<file path="src/rtl/alu_pkg.sv">
`default_nettype none
// ============================================================================
// Module      : alu_pkg
// Description : Shared opcode and state encodings, flag bit positions and
//               small helpers for the sequential ALU.
// Revision    : 1.0 - initial release
// ============================================================================
package alu_pkg;

    typedef enum logic [3:0] {
        OP_ADD  = 4'b0000,
        OP_SUB  = 4'b0001,
        OP_MUL  = 4'b0010,
        OP_OR   = 4'b0011,
        OP_MOD  = 4'b0100,
        OP_AND  = 4'b0101,
        OP_COPY = 4'b0110,
        OP_SLL  = 4'b0111,
        OP_DIV  = 4'b1000,
        OP_SRL  = 4'b1001
    } alu_op_e;

    typedef enum logic [1:0] {
        IDLE = 2'd0,
        BUSY = 2'd1,
        DONE = 2'd2
    } alu_state_e;

    localparam int FLAG_N = 3;
    localparam int FLAG_Z = 2;
    localparam int FLAG_C = 1;
    localparam int FLAG_V = 0;

    // True for the two opcodes served by the iterative divider.
    function automatic logic is_div_op(input logic [3:0] op);
        return (op == OP_DIV) || (op == OP_MOD);
    endfunction

    // Places the four independent flag bits at their fixed positions.
    function automatic logic [3:0] pack_flags(input logic n, input logic z,
                                              input logic c, input logic v);
        logic [3:0] f;
        f         = 4'b0000;
        f[FLAG_N] = n;
        f[FLAG_Z] = z;
        f[FLAG_C] = c;
        f[FLAG_V] = v;
        return f;
    endfunction

endpackage
`default_nettype wire

</file>
<file path="src/rtl/alu_seq_div.sv">
`default_nettype none
// ============================================================================
// Module      : alu_seq_div
// Description : Unsigned restoring divider, one quotient bit per cycle.
//               Quotient and remainder are final, and done is raised, N
//               cycles after the start pulse. The divisor must be non-zero.
// Revision    : 1.0 - initial release
// ============================================================================
module alu_seq_div
    import alu_pkg::*;
#(
    parameter int N = 8
) (
    input  logic         clk,
    input  logic         rst,
    input  logic         start,
    input  logic [N-1:0] dividend,
    input  logic [N-1:0] divisor,
    output logic [N-1:0] quotient,
    output logic [N-1:0] remainder,
    output logic         done
);

    localparam int CW = $clog2(N + 1);

    logic [N-1:0]  r_quo;
    logic [N-1:0]  r_rem;
    logic [N-1:0]  r_dsr;
    logic [CW-1:0] r_cnt;
    logic          r_run;
    logic          r_done;

    logic [N:0]    w_shift;
    logic          w_ge;
    logic [N-1:0]  w_rem_next;

    // One restoring step: shift in the next dividend bit and try to subtract.
    // The partial remainder stays below the divisor, so the N-bit wrap-around
    // difference is exact whenever the subtraction is kept.
    always_comb begin
        w_shift    = {r_rem, r_quo[N-1]};
        w_ge       = (w_shift >= {1'b0, r_dsr});
        w_rem_next = w_ge ? (w_shift[N-1:0] - r_dsr) : w_shift[N-1:0];
    end

    // Iteration registers; the quotient is built in place of the dividend.
    always_ff @(posedge clk) begin
        if (rst) begin
            r_quo  <= '0;
            r_rem  <= '0;
            r_dsr  <= '0;
            r_cnt  <= '0;
            r_run  <= 1'b0;
            r_done <= 1'b0;
        end else if (start) begin
            r_quo  <= dividend;
            r_rem  <= '0;
            r_dsr  <= divisor;
            r_cnt  <= '0;
            r_run  <= 1'b1;
            r_done <= 1'b0;
        end else if (r_run) begin
            r_rem <= w_rem_next;
            r_quo <= {r_quo[N-2:0], w_ge};
            r_cnt <= r_cnt + CW'(1);
            if (r_cnt == CW'(N - 1)) begin
                r_run  <= 1'b0;
                r_done <= 1'b1;
            end
        end
    end

    assign quotient  = r_quo;
    assign remainder = r_rem;
    assign done      = r_done;

endmodule
`default_nettype wire

</file>
<file path="src/rtl/alu_seq.sv">
`default_nettype none
// ============================================================================
// Module      : alu_seq
// Description : Multi-cycle ALU with valid/ready handshakes. Single-cycle
//               ops finish one cycle after acceptance; MUL (shift-add) and
//               DIV/MOD (restoring divider) take N iterations and finish
//               N+1 cycles after acceptance. Produces N/Z/C/V flags and a
//               divide-by-zero indication.
// Revision    : 1.0 - initial release
// ============================================================================
module alu_seq
    import alu_pkg::*;
#(
    parameter int N = 8
) (
    input  logic         clk,
    input  logic         rst,
    input  logic         in_valid,
    output logic         in_ready,
    input  logic [N-1:0] a,
    input  logic [N-1:0] b,
    input  logic [3:0]   ctrl,
    output logic         out_valid,
    input  logic         out_ready,
    output logic [N-1:0] result,
    output logic [3:0]   flags,
    output logic         div_by_zero
);

    localparam int           CW          = $clog2(N + 1);
    localparam logic [N-1:0] SHIFT_LIMIT = N'(N);

    alu_state_e      r_state;
    alu_state_e      w_state_next;

    // Operands are captured at acceptance; r_pending marks the cycle in which
    // the captured request is decoded and either completed or launched.
    logic            r_pending;
    logic [N-1:0]    r_a;
    logic [N-1:0]    r_b;
    logic [3:0]      r_op;
    logic [CW-1:0]   r_cnt;
    logic [2*N-1:0]  r_prod;
    logic [N-1:0]    r_result;
    logic [3:0]      r_flags;
    logic            r_dbz;

    logic            w_accept;
    logic            w_is_long;
    logic            w_busy_last;
    logic            w_div_start;
    logic [N-1:0]    w_div_quo;
    logic [N-1:0]    w_div_rem;
    logic            w_div_done;

    logic [N:0]      w_add;
    logic [N-1:0]    w_sub;
    logic [N-1:0]    w_s_res;
    logic            w_s_c;
    logic            w_s_v;
    logic            w_s_dbz;

    logic [N:0]      w_prod_sum;
    logic [2*N-1:0]  w_prod_next;
    logic [N-1:0]    w_l_res;
    logic            w_l_c;

    assign in_ready    = (r_state == IDLE) && !r_pending;
    assign out_valid   = (r_state == DONE);
    assign w_accept    = in_valid && in_ready;
    assign w_is_long   = (r_op == OP_MUL) || (is_div_op(r_op) && (r_b != '0));
    // The divider is loaded straight from the ports on the accept edge so its
    // N iterations are complete by the last BUSY cycle.
    assign w_div_start = w_accept && is_div_op(ctrl) && (b != '0);
    assign w_busy_last = (r_state == BUSY) && (r_cnt == CW'(N - 1)) &&
                         (!is_div_op(r_op) || w_div_done);

    alu_seq_div #(
        .N (N)
    ) u_div (
        .clk       (clk),
        .rst       (rst),
        .start     (w_div_start),
        .dividend  (a),
        .divisor   (b),
        .quotient  (w_div_quo),
        .remainder (w_div_rem),
        .done      (w_div_done)
    );

    // Single-cycle results, including the divide-by-zero shortcut.
    always_comb begin
        w_add   = {1'b0, r_a} + {1'b0, r_b};
        w_sub   = r_a - r_b;
        w_s_res = '0;
        w_s_c   = 1'b0;
        w_s_v   = 1'b0;
        w_s_dbz = 1'b0;
        case (r_op)
            OP_ADD: begin
                w_s_res = w_add[N-1:0];
                w_s_c   = w_add[N];
                w_s_v   = (r_a[N-1] == r_b[N-1]) && (w_add[N-1] != r_a[N-1]);
            end
            OP_SUB: begin
                w_s_res = w_sub;
                w_s_c   = (r_a < r_b);
                w_s_v   = (r_a[N-1] != r_b[N-1]) && (w_sub[N-1] != r_a[N-1]);
            end
            OP_OR:   w_s_res = r_a | r_b;
            OP_AND:  w_s_res = r_a & r_b;
            OP_COPY: w_s_res = r_b;
            OP_SLL:  w_s_res = (r_b >= SHIFT_LIMIT) ? '0 : (r_a << r_b);
            OP_SRL:  w_s_res = (r_b >= SHIFT_LIMIT) ? '0 : (r_a >> r_b);
            OP_DIV: begin
                w_s_res = '1;
                w_s_dbz = 1'b1;
            end
            OP_MOD: begin
                w_s_res = r_a;
                w_s_dbz = 1'b1;
            end
            default: w_s_res = '0;
        endcase
    end

    // Shift-add multiplier step and selection of the iterative result.
    always_comb begin
        w_prod_sum  = {1'b0, r_prod[2*N-1:N]} + (r_prod[0] ? {1'b0, r_a} : '0);
        w_prod_next = {w_prod_sum, r_prod[N-1:1]};
        w_l_res     = w_div_quo;
        w_l_c       = 1'b0;
        case (r_op)
            OP_MUL: begin
                w_l_res = w_prod_next[N-1:0];
                w_l_c   = |w_prod_next[2*N-1:N];
            end
            OP_MOD:  w_l_res = w_div_rem;
            default: w_l_res = w_div_quo;
        endcase
    end

    // Control state register.
    always_ff @(posedge clk) begin
        if (rst) begin
            r_state <= IDLE;
        end else begin
            r_state <= w_state_next;
        end
    end

    // Next-state decode.
    always_comb begin
        w_state_next = r_state;
        case (r_state)
            IDLE: begin
                if (r_pending) begin
                    w_state_next = w_is_long ? BUSY : DONE;
                end
            end
            BUSY: begin
                if (w_busy_last) begin
                    w_state_next = DONE;
                end
            end
            DONE: begin
                if (out_ready) begin
                    w_state_next = IDLE;
                end
            end
            default: w_state_next = IDLE;
        endcase
    end

    // Operand capture, iteration and result/flag registers.
    always_ff @(posedge clk) begin
        if (rst) begin
            r_pending <= 1'b0;
            r_a       <= '0;
            r_b       <= '0;
            r_op      <= '0;
            r_cnt     <= '0;
            r_prod    <= '0;
            r_result  <= '0;
            r_flags   <= '0;
            r_dbz     <= 1'b0;
        end else begin
            r_pending <= w_accept;
            if (w_accept) begin
                r_a  <= a;
                r_b  <= b;
                r_op <= ctrl;
            end
            if ((r_state == IDLE) && r_pending) begin
                if (w_is_long) begin
                    r_cnt  <= '0;
                    r_prod <= {{N{1'b0}}, r_b};
                end else begin
                    r_result <= w_s_res;
                    r_flags  <= pack_flags(w_s_res[N-1], (w_s_res == '0), w_s_c, w_s_v);
                    r_dbz    <= w_s_dbz;
                end
            end
            if (r_state == BUSY) begin
                r_cnt  <= r_cnt + CW'(1);
                r_prod <= w_prod_next;
                if (w_busy_last) begin
                    r_result <= w_l_res;
                    r_flags  <= pack_flags(w_l_res[N-1], (w_l_res == '0), w_l_c, 1'b0);
                    r_dbz    <= 1'b0;
                end
            end
        end
    end

    assign result      = r_result;
    assign flags       = r_flags;
    assign div_by_zero = r_dbz;

endmodule
`default_nettype wire

</file>
<file path="config.mk">
export PLATFORM = sky130hd
export DESIGN_NAME = alu_seq
export DESIGN_NICKNAME = d
export VERILOG_FILES = /design/src/rtl/alu_pkg.sv /design/src/rtl/alu_seq_div.sv /design/src/rtl/alu_seq.sv
export SDC_FILE = /design/constraint.sdc
export NUM_CORES = 1
export LEC_CHECK = 0
export ABC_AREA = 1
export BUFFER_PORTS_ARGS = -buffer_cell sky130_fd_sc_hd__buf_2
export CAP_MARGIN = 10
export CELL_PAD_IN_SITES_DETAIL_PLACEMENT = 2
export CELL_PAD_IN_SITES_GLOBAL_PLACEMENT = 2
export CORE_MARGIN = 2
export CORE_UTILIZATION = 34
export CTS_BUF_LIST = sky130_fd_sc_hd__clkbuf_16
export DETAILED_ROUTE_END_ITERATION = 8
export GPL_TIMING_DRIVEN = 1
export PLACE_DENSITY_LB_ADDON = 0.15
export SYNTH_ARGS = -nofsm -noshare
export SYNTH_HDL_FRONTEND = slang
export SYNTH_HIERARCHICAL = 1
export SYNTH_SLANG_ARGS = --single-unit
</file>
<file path="constraint.sdc">
create_clock -name clk -period 2.77 [get_ports clk]
set_input_delay 0.831 -clock clk [delete_from_list [all_inputs] [get_ports clk]]
set_output_delay 0.831 -clock clk [all_outputs]
set_load 0.05 [all_outputs]
</file>
==> impl_metrics.csv, run 1 <==
group,metric,value,unit
floorplan,die_x,141,um
timing,fin_crit_sh,94.0,%
pwr,combPwrFrac,49.5,%
clock_network,clkLatencyLatePin,0.35,ns
worst_setup_path,crit_type,"register to register",
worst_setup_path,path_cells,"nand2_1, inv_1, ha_1, fa_1, a21oi_1, o21bai_1, a21oi_1, o21bai_1, xnor2_1, nand4_1, o21ai_1, nand2_1",
timing,finClkSkew,0.00943,ns
pwr,p_leak,3.31,nW
hold_path,whs_endpoint,"u_div/r_dsr[5]",
pwr,p_int,0.00294,W
synth,yosys-top-cells-area,"dfxtp_1 27%, nand2_1 14%, ha_1 8.2%",
synth,synth.ff_latch_count,86,
layout,fin_nets,1093,
detailed_routing,drt-vias-per-instance,5.52,
place,portBuffers,38,
synth,synth-edff-count,0,
detailed_routing,drt_first_pass_iters,5,
detailed_routing,vias,6965,
worst_setup_path,crit_slowest_cell,"fa_1",
timing,rsz0062_at_grt,"no",
hold_path,hp-class,"register to register",
worst_setup_path,cpPeakStageDelay,0.42,ns
pwr,p_sw_share,48.2,%
timing,fin_setup_tns,0,ns
synth,syn-num-nets,1054,
synth,yosysTopAreaCellShare,26.9,%
detailed_routing,wl,26.2,mm
global_routing,grt_use_total,27.0,%
global_routing,grt_pass1_vias,7435,
timing,slew_headroom,59.9,%
synth,async_flop_share,0,%
hold_path,hold-path-cell-count,2,
clock_network,numClockSinks,86,
synth,yosys_warnings,6,
global_routing,antenna_found_initial,0,
pwr,p_sw,0.00273,W
place,place_congestion,0.892,
layout,area_growth,12.8,%
run_status,status,"complete, no violations",
timing,fin_crit,2.60,ns
pwr,power_density,785,nW/um2
synth,ys_types,50,
floorplan,initial_utilization,34.4,%
pwr,seqPwrFrac,28.2,%
global_routing,grt_pass1_wl,41.7,mm
synth,synth_ff_type,"dfxtp_1",
floorplan,placementRows,50,
pwr,irDropWorstVdd,0.000350,V
layout,layoutNonFillerInstCount,1262,
worst_setup_path,end_kind,"register",
clock_network,cts_setup_buffers,0,
worst_setup_path,reg2reg_to,"flags[1]",
timing,worst_slew_pin_slew,0.601,ns
synth,synthesis.area,6400,um2
layout,layout-drive-gt1-share,13.2,%
worst_setup_path,r2r_slack,0.17,ns
detailed_routing,dr.first_iter.drc_count,313,
timing,maxSlewViolCount,0,
pwr,p_total,0.00567,W
global_routing,grt_max_degree,28,
place,dp.cells,1245,
clock_network,cts_tree,"done",
timing,setup_violations,0,
clock_network,cts_made_buffers,9,
clock_network,cts.clk_slew.worst_paths,0.07,ns
pwr,clock_power_share,22.3,%
detailed_routing,drc,0,
floorplan,core-area,18600,um2
timing,finalHoldViolCount,0,
detailed_routing,ant_nets,0,
worst_setup_path,r2r-start,"r_prod[0]",
synth,yosysTopAreaCell,"dfxtp_1",
worst_setup_path,critPathMaxFanout,9,
hold_path,hp-start,"u_div/r_dsr[5]",
floorplan,io_pins,39,
timing,fmax,0.384,GHz
synth,netlist_instances,984,
layout,fin_util,38.9,%
clock_network,htreeDepth,3,
worst_setup_path,crit_path_start_kind,"register",
layout,antennaDiodeCount,0,
worst_setup_path,ff2ff_path_depth,12,
floorplan,die-area,19900,um2
worst_setup_path,worstPathRequired,3.00,ns
place,hpwl,20.8,mm
synth,yosysSeqAreaShare,26.9,%
detailed_routing,drt-wirelength-per-cell,20.8,um
global_routing,globalRouteOverflowTotal,0,
run,max_cap_violations,0,
synth,avgSynthCellArea,6.50,um2
clock_network,cts-root-buf,"clkbuf_16",
floorplan,chipHeight,141,um
clock_network,clockBufferDepth,2,
worst_setup_path,arrival,2.83,ns
timing,holdWs,0.479,ns
-- kinds of logic (layout without fill, tap and decap cells) --
logic type | count (synthesis) | in the layout | synth area share, %
AO/OA/AOI/OAI | 197 | 197 | 17.2
adder cells (fa/ha/maj) | 46 | 46 | 9.46
AND/OR/NAND/NOR | 494 | 494 | 35.5
buffers and inverters | 151 | 195 | 9.54
XOR/XNOR | 10 | 10 | 1.37
flip-flops | 86 | 86 | 26.9
-- metrics by stage --
step                setup slack (ns)  cell area [um2]
floorplan                     0.0213             6400
global placement              0.0164             6890
detailed placement           -0.0334             6890
CTS                           0.0903             7190
global route                 0.00671             7220
finish                         0.167             7220
-- worst max-delay path, delay by kind of cell, from the launching register on --
| family | cells | cell delay [ns] |
|---|---|---|
| AO/OA/AOI/OAI | 5 | 0.81 |
| adder cells (fa/ha/maj) | 2 | 0.63 |
| flip-flops | 1 | 0.38 |
| AND/OR/NAND/NOR | 3 | 0.38 |
| XOR/XNOR | 1 | 0.23 |
| buffers and inverters | 1 | 0.05 |
-- layout by cell type (no fill, tap or decap), drive strengths merged --
master,synthesis,layout
nand3b,7,7
or2,7,7
o221ai,7,7
nand2,246,246
o21ai,64,64
a21oi,90,90
nor4,3,3
clkbuf,22,9
a211oi,5,5
bufinv,0,1
a221oi,3,3
nor3,11,11
a311oi,1,1
nand3,99,99
nor2,98,98
clkinv,1,3
a2bb2oi,1,1
a22o,1,1
and3,1,1
xnor2,3,3
o211ai,6,6
nand4,22,22
clkinvlp,0,4
a21o,1,1
dfxtp,86,86
inv,114,115
ha,42,42
fa,4,4
o21bai,3,3
xor2,7,7
buf,14,63
o21a,3,3
o2111ai,1,1
o22ai,1,1
a31oi,10,10
-- registers in the layout, summed over array words and instances, names as in the netlist --
register         flops
r_a                  8
u_div/done           1
r_prod              16
r_state              2
div_by_zero          1
u_div/r_dsr          8
r_op                 4
u_div/remainder      8
r_cnt                4
result               8
u_div/r_cnt          4
u_div/quotient       8
r_b                  8
r_pending            1
flags                4
u_div/r_run          1
-- repair_timing --
action	CTS	global route
gates cloned	0	1
hold buffers	0	0
resized for setup	1	11
endpoints found under the setup margin	1	19
-- synth_stat cells (2+ instances only) --
master      n
nand2_1   236
inv_1     108
nand3_1    96
a21oi_1    90
dfxtp_1    86
nor2_1     85
o21ai_0    61
ha_1       42
clkbuf_1   21
nand4_1    21
a31oi_1    10
nor3_1      8
buf_2       7
nand3b_1    7
nor2_2      7
o221ai_1    7
xor2_1      7
inv_2       6
nand2_2     6
o211ai_1    6
or2_2       6
a211oi_1    5
buf_4       5
nor2_4      5
fa_1        4
nand2_4     4
a221oi_1    3
nand3_2     3
nor3_2      3
o21bai_1    3
xnor2_1     3
buf_6       2
nor4_1      2
o21a_1      2
o21ai_1     2
-- routing by layer --
metal / up-vias / global-route usage (%) / wire length (um)
met5: - / 0 / 0
met4: 0 / 11.4 / 907
met3: 42 / 2.17 / 451
met2: 85 / 47.1 / 12800
met1: 3486 / 34.1 / 12100
li1: 3352 / - / -
-- worst max-delay path by stage --
stage	startpoint	to	slack [ns]	depth (start not counted)
6_report	r_prod[0]	flags[1]	0.17	12
5_1_grt	r_a[2]	result[7]	0.007	15
4_1_cts	r_a[4]	result[7]	0.09	13
3_5_place_dp	r_a[2]	flags[2]	-0.03	17
3_3_place_gp	r_a[2]	flags[2]	0.02	17
2_1_floorplan	r_state[1]	u_div/quotient[2]	0.02	12
-- area by class of cell --
| class | instances | area, um2 |
|---|---|---|
| clock buffer | 9 | 225 |
| clock inverter | 7 | 72.6 |
| fill | 2290 | 11400 |
| inverter | 115 | 435 |
| multi-input combinational | 747 | 4090 |
| sequential | 86 | 1720 |
| tap | 234 | 293 |
| timing repair buffer | 63 | 378 |
| timing repair inverter | 1 | 7.51 |
-- power by group through the flow --
stage	sequential [W]	clock (W)	combinational, W
2_1_floorplan	0.00166	0	0.00180
3_3_place_gp	0.00161	0	0.00268
6_report	0.00160	0.00126	0.00281
3_5_place_dp	0.00162	0	0.00276
5_1_grt	0.00162	0.00135	0.00311
4_1_cts	0.00160	0.00130	0.00279
No activity file was read; power rests on OpenSTA's default activity.
==> inputs of run 2 (changes only) <==
--- a/config.mk
+++ b/config.mk
@@ -11,11 +11,12 @@
 export CELL_PAD_IN_SITES_DETAIL_PLACEMENT = 2
 export CELL_PAD_IN_SITES_GLOBAL_PLACEMENT = 2
 export CORE_MARGIN = 2
-export CORE_UTILIZATION = 34
+export CORE_UTILIZATION = 37
 export CTS_BUF_LIST = sky130_fd_sc_hd__clkbuf_16
 export DETAILED_ROUTE_END_ITERATION = 8
 export GPL_TIMING_DRIVEN = 1
 export PLACE_DENSITY_LB_ADDON = 0.15
+export SETUP_SLACK_MARGIN = 0.2
 export SYNTH_ARGS = -nofsm -noshare
 export SYNTH_HDL_FRONTEND = slang
 export SYNTH_HIERARCHICAL = 1
==> constraint.sdc (replaced) <==
create_clock -name clk -period 3.2 [get_ports clk]
set_input_delay 0.96 -clock clk [delete_from_list [all_inputs] [get_ports clk]]
set_output_delay 0.96 -clock clk [all_outputs]
set_load 0.05 [all_outputs]
==> impl_metrics.csv, run 2 (synthesized netlist as in run 1, its figures left out) <==
group,metric,value,unit
run_status,status,"complete, no violations",
worst_setup_path,crit_path_start_kind,"register",
worst_setup_path,crit_slowest_cell,"dfxtp_1",
floorplan,die-area,18400,um2
timing,finalHoldViolCount,0,
place,hpwl,20.7,mm
global_routing,globalRouteOverflowTotal,0,
timing,fin_setup_tns,0,ns
timing,finClkSkew,0.00783,ns
global_routing,antenna_found_initial,0,
floorplan,chipHeight,136,um
detailed_routing,wl,26.1,mm
timing,maxSlewViolCount,0,
timing,rsz0062_at_grt,"no",
detailed_routing,drt-wirelength-per-cell,21.0,um
clock_network,cts.clk_slew.worst_paths,0.06,ns
global_routing,grt_pass1_vias,7259,
layout,largest_reg_flops,16,
worst_setup_path,crit_type,"register to register",
timing,setup_violations,0,
timing,holdWs,0.472,ns
worst_setup_path,critPathMaxFanout,7,
global_routing,grt_pass1_wl,40.8,mm
worst_setup_path,path_delay_family,"compound AO/OA/AOI/OAI gates",
timing,fmax,0.359,GHz
timing,slew_headroom,58.6,%
timing,fin_crit_sh,87.0,%
layout,area_growth,11.4,%
clock_network,htreeDepth,3,
layout,fillerInstances,2147,
timing,worst_slew_pin_slew,0.621,ns
layout,largest_register,"r_prod",
clock_network,clockBufferDepth,2,
layout,fin_nets,1084,
worst_setup_path,cpPeakStageDelay,0.49,ns
layout,layout_common_cells,"236 x nand2_1, 109 x inv_1, 96 x nand3_1",
floorplan,initial_utilization,37.4,%
detailed_routing,drt-vias-per-instance,5.55,
detailed_routing,vias,6893,
clock_network,numClockSinks,86,
pwr,power_density,684,nW/um2
detailed_routing,drc,0,
floorplan,io_pins,39,
worst_setup_path,end_kind,"register",
layout,layout-drive-gt1-share,11.4,%
detailed_routing,ant_nets,0,
clock_network,cts_made_buffers,9,
worst_setup_path,path_cells,"inv_1, ha_1, a21oi_1, nand2_1, nand4_1, o211ai_1, o21ai_0, a21oi_1, o21ai_0, a21oi_1",
layout,layoutNonFillerInstCount,1243,
clock_network,cts_setup_buffers,0,
place,portBuffers,38,
worst_setup_path,cp_num_buf_inv,1,
layout,layout_commonest_cell,"nand2_1",
pwr,p_leak,3.28,nW
clock_network,cts-root-buf,"clkbuf_16",
place,dp.cells,1228,
pwr,irDropWorstVdd,0.000272,V
worst_setup_path,crit_path_frequent_cell,"a21oi_1",
floorplan,core-area,17100,um2
worst_setup_path,worstPathRequired,3.40,ns
global_routing,grt_use_total,29.2,%
global_routing,grt_max_degree,35,
hold_path,hp-class,"register to register",
worst_setup_path,arrival,2.99,ns
clock_network,hold_buffers,0,
detailed_routing,dr.first_iter.drc_count,356,
clock_network,post_cts_resize_count,0,
place,place_congestion,0.890,
layout,antennaDiodeCount,0,
timing,fin_crit,2.78,ns
floorplan,die_x,136,um
detailed_routing,drt_first_pass_iters,5,
run,max_cap_violations,0,
clock_network,cts_tree,"done",
floorplan,placementRows,48,
clock_network,clkLatencyLatePin,0.35,ns
## run 2: routing by layer
metal / track usage (%) / part of all wire, % / up-vias
met3: 2.54 / 2.3 / 37
met1: 37.4 / 45 / 3419
met2: 51.7 / 49 / 96
met4: 9.95 / 3.0 / 0
met5: 0 / 0 / -
li1: - / - / 3341
## run 2: where the power goes
group / switching, W / internal [W] / total [W]
combinational: 0.00171 / 0.000676 / 0.00239
clock: 0.000440 / 0.000673 / 0.00111
sequential: 0.000164 / 0.00121 / 0.00138
total: 0.00231 / 0.00256 / 0.00487
## run 2: tightest hold or removal path: cells and delay by family (launching register included)
family / cells / cell delay (ns)
AO/OA/AOI/OAI: 1 / 0.06
flip-flops: 1 / 0.29
buffers and inverters: 1 / 0.07
## run 2: area by class of cell
type	count	area, um2	area share [%]
well taps	225	282	3.95
multi-input cells	747	4070	57.1
clock buffers	9	225	3.16
flip-flops and latches	86	1720	24.2
inverters	115	432	6.06
repair buffers	55	318	4.46
clock inverters	6	78.8	1.11
## run 2: stage by stage
| step | cell area (um2) | power [W] | utilization, % | setup WS, ns |
|---|---|---|---|---|
| detailed placement | 6820 | 0.00374 | 39.9 | 0.511 |
| CTS | 7130 | 0.00489 | 41.6 | 0.492 |
| global placement | 6820 | 0.00366 | 39.9 | 0.662 |
| global route | 7130 | 0.00519 | 41.6 | 0.234 |
| finish | 7130 | 0.00487 | 41.6 | 0.416 |
| floorplan | 6400 | 0.00299 | - | 0.451 |
## run 2: path summary, 6_finish.rpt
kind | startpoint | endpoint | slack (ns) | cells after the start
worst max-delay path | r_a[2] | flags[3] | 0.42 | 10
worst min-delay path | u_div/r_dsr[2] | u_div/r_dsr[2] | 0.47 | 2
worst max register to register | r_a[2] | flags[3] | 0.42 | 10
worst min register to register | u_div/r_dsr[2] | u_div/r_dsr[2] | 0.47 | 2
==> inputs of run 3 (changes only) <==
--- a/config.mk
+++ b/config.mk
@@ -19,5 +19,4 @@
 export SETUP_SLACK_MARGIN = 0.2
 export SYNTH_ARGS = -nofsm -noshare
 export SYNTH_HDL_FRONTEND = slang
-export SYNTH_HIERARCHICAL = 1
 export SYNTH_SLANG_ARGS = --single-unit
==> impl_metrics.csv, run 3 <==
group,metric,value,unit
clock_network,numClockSinks,86,
detailed_routing,drt_first_pass_iters,4,
layout,fin_util,41.8,%
synth,synth.ff_latch_count,86,
timing,maxSlewViolCount,0,
place,portBuffers,38,
synth,synth-edff-count,0,
clock_network,post_cts_resize_count,0,
synth,synthesis.area,6170,um2
floorplan,initial_utilization,37.5,%
worst_setup_path,end_kind,"register",
detailed_routing,drt-wirelength-per-cell,22.2,um
layout,largest_register,"r_prod",
place,hpwl,20.7,mm
floorplan,die_x,133,um
timing,setup_violations,0,
synth,yosys-top-cells-area,"dfxtp_1 28%, nand2_1 13%, a21oi_1 8.9%",
clock_network,clkLatencyLatePin,0.35,ns
synth,yosysTopAreaCellShare,27.9,%
worst_setup_path,ff2ff_path_depth,13,
detailed_routing,drt-vias-per-instance,5.64,
synth,netlist_instances,940,
worst_setup_path,crit_type,"register to register",
synth,yosysSeqAreaShare,27.9,%
floorplan,placementRows,47,
floorplan,core-area,16500,um2
detailed_routing,vias,6736,
detailed_routing,ant_nets,0,
floorplan,die-area,17700,um2
layout,fillerInstances,2080,
run_status,status,"complete, no violations",
pwr,irDropWorstVdd,0.000304,V
timing,finClkSkew,0.00929,ns
worst_setup_path,critPathMaxFanout,7,
worst_setup_path,worstPathRequired,3.41,ns
pwr,p_int,0.00242,W
pwr,seqPwrFrac,29.8,%
global_routing,antenna_found_initial,1,
clock_network,hold_buffers,0,
synth,avgSynthCellArea,6.56,um2
detailed_routing,drc,0,
pwr,p_sw_share,46.4,%
hold_path,hp-class,"register to register",
hold_path,hold-path-cell-count,2,
timing,slew_headroom,55.2,%
synth,synth_commonest_cells,"219 x nand2_1, 110 x a21oi_1, 88 x inv_1",
layout,layout_commonest_cell,"nand2_1",
global_routing,grt_use_total,30.6,%
timing,fmax,0.350,GHz
synth,synth_ff_type,"dfxtp_1",
synth,yosys_warnings,0,
layout,antennaDiodeCount,0,
timing,finalHoldViolCount,0,
synth,yosysTopAreaCell,"dfxtp_1",
pwr,p_leak,3.03,nW
pwr,power_density,656,nW/um2
worst_setup_path,arrival,3.07,ns
layout,seq_area,1720,um2
synth,post-synth-top-count-cell,"nand2_1",
layout,multi_input_area,3880,um2
layout,layout-drive-gt1-share,11.1,%
synth,ys_types,49,
clock_network,cts_made_buffers,9,
timing,fin_crit_sh,89.3,%
timing,fin_setup_tns,0,ns
floorplan,io_pins,39,
clock_network,clockBufferDepth,2,
place,place_congestion,0.915,
worst_setup_path,crit_path_start_kind,"register",
synth,syn-num-nets,1010,
clock_network,cts-root-buf,"clkbuf_16",
clock_network,htreeDepth,3,
layout,area_growth,11.5,%
clock_network,cts_tree,"done",
global_routing,grt_pass1_wl,41.9,mm
detailed_routing,dr.first_iter.drc_count,342,
global_routing,grt_pass1_vias,7368,
pwr,combPwrFrac,44.8,%
global_routing,globalRouteOverflowTotal,0,
layout,largest_reg_flops,16,
pwr,clock_power_share,25.5,%
pwr,p_sw,0.00209,W
layout,fin_nets,1040,
floorplan,chipHeight,133,um
synth,async_flop_share,0,%
global_routing,grt_max_degree,42,
clock_network,cts_setup_buffers,0,
layout,layout_common_cells,"219 x nand2_1, 110 x a21oi_1, 89 x inv_1",
run,max_cap_violations,0,
timing,worst_slew_pin_slew,0.670,ns
timing,rsz0062_at_grt,"no",
clock_network,cts.clk_slew.worst_paths,0.06,ns
detailed_routing,wl,26.5,mm
timing,fin_crit,2.86,ns
==> run 3: cells by family (layout without fill, tap and decap cells) <==
group                    count (synthesis)  count (layout)  share of synthesized area [%]
AO/OA/AOI/OAI                          236             236                           21.0
buffers and inverters                  134             169                           9.21
flip-flops                              86              86                           27.9
XOR/XNOR                                13              13                           1.85
adder cells (fa/ha/maj)                 46              46                           9.82
AND/OR/NAND/NOR                        425             425                           30.3
==> run 3: power groups by stage <==
stage	clock, W	sequential, W	combinational [W]
after CTS	0.00116	0.00134	0.00201
after detailed placement	0	0.00136	0.00199
after floorplan	0	0.00139	0.00129
final	0.00115	0.00135	0.00202
after global routing	0.00119	0.00136	0.00223
after global placement	0	0.00135	0.00193
==> run 3: final timing paths <==
check            startpoint  slack [ns]             end
min          u_div.r_dsr[6]        0.48  u_div.r_dsr[6]
max reg2reg          r_a[2]        0.34       result[7]
max                  r_a[2]        0.34       result[7]
min reg2reg  u_div.r_dsr[6]        0.48  u_div.r_dsr[6]
==> run 3: routing by layer <==
| layer | up-vias | track usage [%] | part of all wire (%) |
|---|---|---|---|
| met4 | 0 | 13.1 | 4.2 |
| li1 | 3217 | - | - |
| met5 | - | 0 | 0 |
| met3 | 48 | 3.65 | 3.1 |
| met1 | 3333 | 37.2 | 43 |
| met2 | 138 | 54.8 | 50 |
==> run 3: area by class of cell <==
class | count | share of cell area [%]
Multi-Input combinational cell | 720 | 56.4
Sequential cell | 86 | 25.0
Inverter | 98 | 5.36
Timing Repair Buffer | 55 | 4.62
Tap cell | 220 | 4.00
Clock buffer | 9 | 3.27
Clock inverter | 7 | 1.31
==> run 3: worst max-delay path: stages, from the launching register on <==
cell,delay [ns]
dfxtp_1,0.56
inv_1,0.14
ha_1,0.48
inv_1,0.18
a21oi_1,0.27
nand2_1,0.12
nand4_1,0.09
nand2_1,0.11
inv_1,0.09
nand2_1,0.05
nand3_1,0.09
nand3_1,0.10
o21ai_1,0.29
a21oi_1,0.14
==> run 3: through the flow <==
step	power (W)	cell area [um2]	setup slack, ns	hold slack (ns)	cells
5_1_grt	0.00478	6880	0.204	0.492	1195
2_1_floorplan	0.00268	6170	1.00	0.435	940
4_1_cts	0.00452	6880	0.237	0.477	1195
3_3_place_gp	0.00328	6560	0.453	0.458	1179
3_5_place_dp	0.00335	6560	0.289	0.468	1179
6_report	0.00452	6880	0.343	0.478	1195
